<file path="config.mk">
export PLATFORM = sky130hd
export DESIGN_NAME = rr_priority_pick
export DESIGN_NICKNAME = d
export VERILOG_FILES = /design/src/rtl/req_enc_pkg.sv /design/src/rtl/req_encoder12to4_rr_priority_pick.sv
export SDC_FILE = /design/constraint.sdc
export NUM_CORES = 1
export LEC_CHECK = 0
export BUFFER_PORTS_ARGS = -buffer_cell sky130_fd_sc_hd__buf_4
export CAP_MARGIN = 30
export CORE_AREA = 3 3 105 107
export DETAILED_ROUTE_END_ITERATION = 7
export DIE_AREA = 0 0 108 110
export GPL_TIMING_DRIVEN = 0
export PLACE_DENSITY = 0.47
export SYNTH_ARGS = -nofsm -noshare
export SYNTH_HDL_FRONTEND = slang
export SYNTH_SLANG_ARGS = --single-unit
</file>
<file path="constraint.sdc">
create_clock -name vclk -period 6.75
set_input_delay 0.675 -clock vclk [all_inputs]
set_output_delay 0.675 -clock vclk [all_outputs]
set_load 0.005 [all_outputs]
</file>
<file path="src/rtl/req_enc_pkg.sv">
// Shared constants, FSM state type and address/bit-index mapping for req_encoder12to4.
// Address 1..12 maps onto req[11]..req[0]; address 0 means no grant.
package req_enc_pkg;

  localparam int unsigned N_REQ  = 12;
  localparam int unsigned ADDR_W = 4;
  localparam logic [ADDR_W-1:0] ADDR_NONE = 4'd0;

  typedef enum logic [1:0] {
    IDLE,
    OFFER,
    BUSY
  } state_t;

  function automatic logic [ADDR_W-1:0] addr_to_idx(input logic [ADDR_W-1:0] addr);
    return ADDR_W'(N_REQ - 32'(addr));
  endfunction

  function automatic logic [N_REQ-1:0] addr_to_onehot(input logic [ADDR_W-1:0] addr);
    logic [N_REQ-1:0] oh;
    oh = '0;
    if (addr != ADDR_NONE && 32'(addr) <= N_REQ) oh[addr_to_idx(addr)] = 1'b1;
    return oh;
  endfunction

endpackage

</file>
<file path="src/rtl/req_encoder12to4_rr_priority_pick.sv">
// Rotating priority encoder: first requesting address after last_addr, wrapping 12 -> 1.
module rr_priority_pick
  import req_enc_pkg::*;
(
  input  logic [N_REQ-1:0]  req,
  input  logic [ADDR_W-1:0] last_addr,
  output logic              hit,
  output logic [ADDR_W-1:0] winner_addr
);

  logic [ADDR_W-1:0] cand;

  always_comb begin
    hit         = 1'b0;
    winner_addr = ADDR_NONE;
    cand        = ADDR_NONE;
    for (int unsigned k = 1; k <= N_REQ; k++) begin
      cand = ADDR_W'((32'(last_addr) + k - 1) % N_REQ + 1);
      if (!hit && req[addr_to_idx(cand)]) begin
        hit         = 1'b1;
        winner_addr = cand;
      end
    end
  end

endmodule

</file>
==> impl_metrics.json <==
{
  "area_delta_synth_final_pct": 11.2,
  "synth_xor_xnor_area_share": 0.102,
  "core_mm2": 0.0102,
  "hold_viol": 0,
  "numPortBuffers": 21,
  "ir_drop_uv": 39.1,
  "chipWidth_um": 108,
  "power_density_mw_per_mm2": 144,
  "grt_antenna_before_repair": 0,
  "synthAdderAreaFrac": 0.122,
  "start_util": 0.348,
  "synthMuxAreaShare": 0.137,
  "num_rows": 37,
  "endpoint_kind": "output pin",
  "required_ns": 6.07,
  "hold_class": "in2out",
  "crit_family": "simple AND/OR/NAND/NOR gates",
  "fin_nets": 570,
  "cp_cell_sequence": "buf_4 > buf_2 > inv_1 > ha_1 > clkbuf_4 > inv_1 > ha_1 > or4b_2 > o32ai_1 > nor2_1 > nor2_1 > xor3_1 > a32oi_4 > nand2_2 > or4_1 > buf_2 > o211a_1 > a211oi_2 > a41oi_1 > buf_4",
  "crit_buf_inv": 7,
  "routed_wl_um": 11900,
  "place.gp.congestion": 0.930,
  "placed_cell_area_mm2": 0.00389,
  "die_h_um": 110,
  "synth-simple-area-share": 0.267,
  "postLayoutCellArea_mm2": 0.00396,
  "syn_nets": 546,
  "seq_cells": 0,
  "gr-total-overflow": 0,
  "arrival_ns": 5.70,
  "maxUsedRoutingLayer": "met4",
  "grt_pass1_wl_um": 19400,
  "status": "finished, final reports clean",
  "avgSynthCellArea_um2": 7.16,
  "start_kind": "primary input",
  "met3_length_um": 322,
  "maxSlewHeadroom": 0.387,
  "ant_nets": 0,
  "synth_top_family_by_area": "compound AO/OA/AOI/OAI gates",
  "final_max_slew_viol_count": 0,
  "grt_pass1_vias": 3738,
  "yosysWarnings": 0,
  "dr_wl_met2_um": 5720,
  "hold_buffers": 0,
  "setup_violations": 0,
  "p_leak_nw": 1.60,
  "fin_util": 0.387,
  "min_period_over_period": 0.945,
  "drt_pass1_iterations": 5,
  "ios": 21,
  "synth_compound_area_frac": 0.302,
  "syn_inst": 497,
  "seq_area_um2": 0,
  "dieArea_mm2": 0.0119,
  "fmax_ghz": 0.157,
  "synth_area_mm2": 0.00356,
  "via_per_inst": 5.82,
  "fin_crit_ns": 6.38,
  "gr-usage-all-layers": 0.201,
  "whs_ns": 2.15,
  "clock_buffers": 0,
  "vias": 3812,
  "crit_path_top_delay_cell": "or4b_2",
  "synth_cell_types": 80,
  "met1_length_um": 5590,
  "path_class": "in2out",
  "worstMarginPinSlew_ns": 0.912,
  "num_antenna_cells": 0,
  "placedCellCount": 654,
  "crit_fanout": 10,
  "drt_iter0_drc": 248,
  "hpwlAfterDp_um": 9690,
  "stdcell_count": 655,
  "drcViolationCount": 0,
  "synth-seq-area-share": 0,
  "max_stage_delay_ns": 0.69,
  "cap_viol_max_count": 0,
  "drt-wirelength-per-cell_um": 18.1,
  "drive_gt1_frac": 0.187,
  "grt_max_degree": 12,
  "rsz0062_at_grt": "no",
  "totalNegativeSetupSlack_ns": 0
}
## layout make-up
type,instances,area [µm²]
Inverter,24,92.6
Multi-Input combinational cell,443,3360
Fill cell,1087,6270
Buffer,29,161
Tap cell,136,170
Timing Repair Buffer,23,173
## cell usage after synthesis (9+ instances only)
master,n,area (µm²)
nor2_1,44,165
ha_1,33,413
nand2_1,29,109
mux2i_1,25,250
a21oi_1,23,115
o21ai_0,23,115
xnor2_1,23,201
inv_1,19,71.3
mux2_2,18,203
nor3_1,15,75.1
clkbuf_1,14,52.6
nand3_1,14,70.1
xor2_1,12,105
nor4_1,11,68.8
a211oi_1,9,67.6
buf_2,9,45.0
nand2b_1,9,56.3
## tightest hold or removal path, stage by stage
cell     delay [ns]
buf_4          0.08
mux2_2         0.15
mux2i_1        0.15
nor2_1         0.14
mux2i_1        0.12
nand2_1        0.07
buf_4          0.10
## final timing paths
path | startpoint | to | slack (ns) | cells past startpoint
worst max-delay path | last_addr[1] | winner_addr[1] | 0.37 | 20
worst min-delay path | req[11] | hit | 2.15 | 7
## cell usage in the layout, fill, tap and decap left out, types with 5 or more instances in the layout
cell type,n
inv_1,19
nor3_1,14
nor2_1,44
nand4_1,6
o22ai_1,6
or3_1,6
o21ai_0,23
o31ai_1,6
and2_1,7
a31oi_1,8
mux2i_1,24
xor2_1,12
nor2b_1,7
nand2b_1,9
ha_1,33
a21o_1,8
nand2_1,28
a211o_1,7
buf_4,24
a221oi_1,5
mux2_2,18
buf_2,7
a211oi_1,9
nand3_1,14
xnor2_1,23
clkbuf_1,12
a21oi_1,23
nor4_1,10
## where the power goes
| part | total (W) | internal (W) | switching, W |
|---|---|---|---|
| combinational | 0.000569 | 0.000239 | 0.000330 |
| sequential | 0 | 0 | 0 |
| clock | 0 | 0 | 0 |
## per-stage QoR
stage / total power (W) / setup WS [ns]
3_3_place_gp: 0.000538 / -0.462
5_1_grt: 0.000628 / 0.0173
6_report: 0.000569 / 0.370
2_1_floorplan: 0.000396 / 0.910
3_5_place_dp: 0.000539 / -0.447
4_1_cts: 0.000546 / 0.0165
## cells by family (layout without fill, tap and decap cells)
| kind of cell | count (synthesis) | count (layout) |
|---|---|---|
| muxes | 45 | 45 |
| and+or+nand+nor | 179 | 179 |
| adders and majority gates | 35 | 35 |
| AOI/OAI and AO/OA | 146 | 146 |
| xor gates and xnor gates | 38 | 38 |
| buffers and inverters | 54 | 76 |
## timing repair
| item | in CTS | in global routing |
|---|---|---|
| endpoints found under the setup margin | 4 | 4 |
| gates cloned | 0 | 0 |
| resized for setup | 4 | 13 |
| pin swaps | 0 | 1 |
| buffers inserted | 0 | 2 |
## routing by layer
layer	vias up	GRT usage
met1	1791	0.272
met2	70	0.366
met5	-	0
li1	1939	-
met4	0	0.0343
met3	12	0.00175
Note: power is estimated with default switching activity, not from simulation.
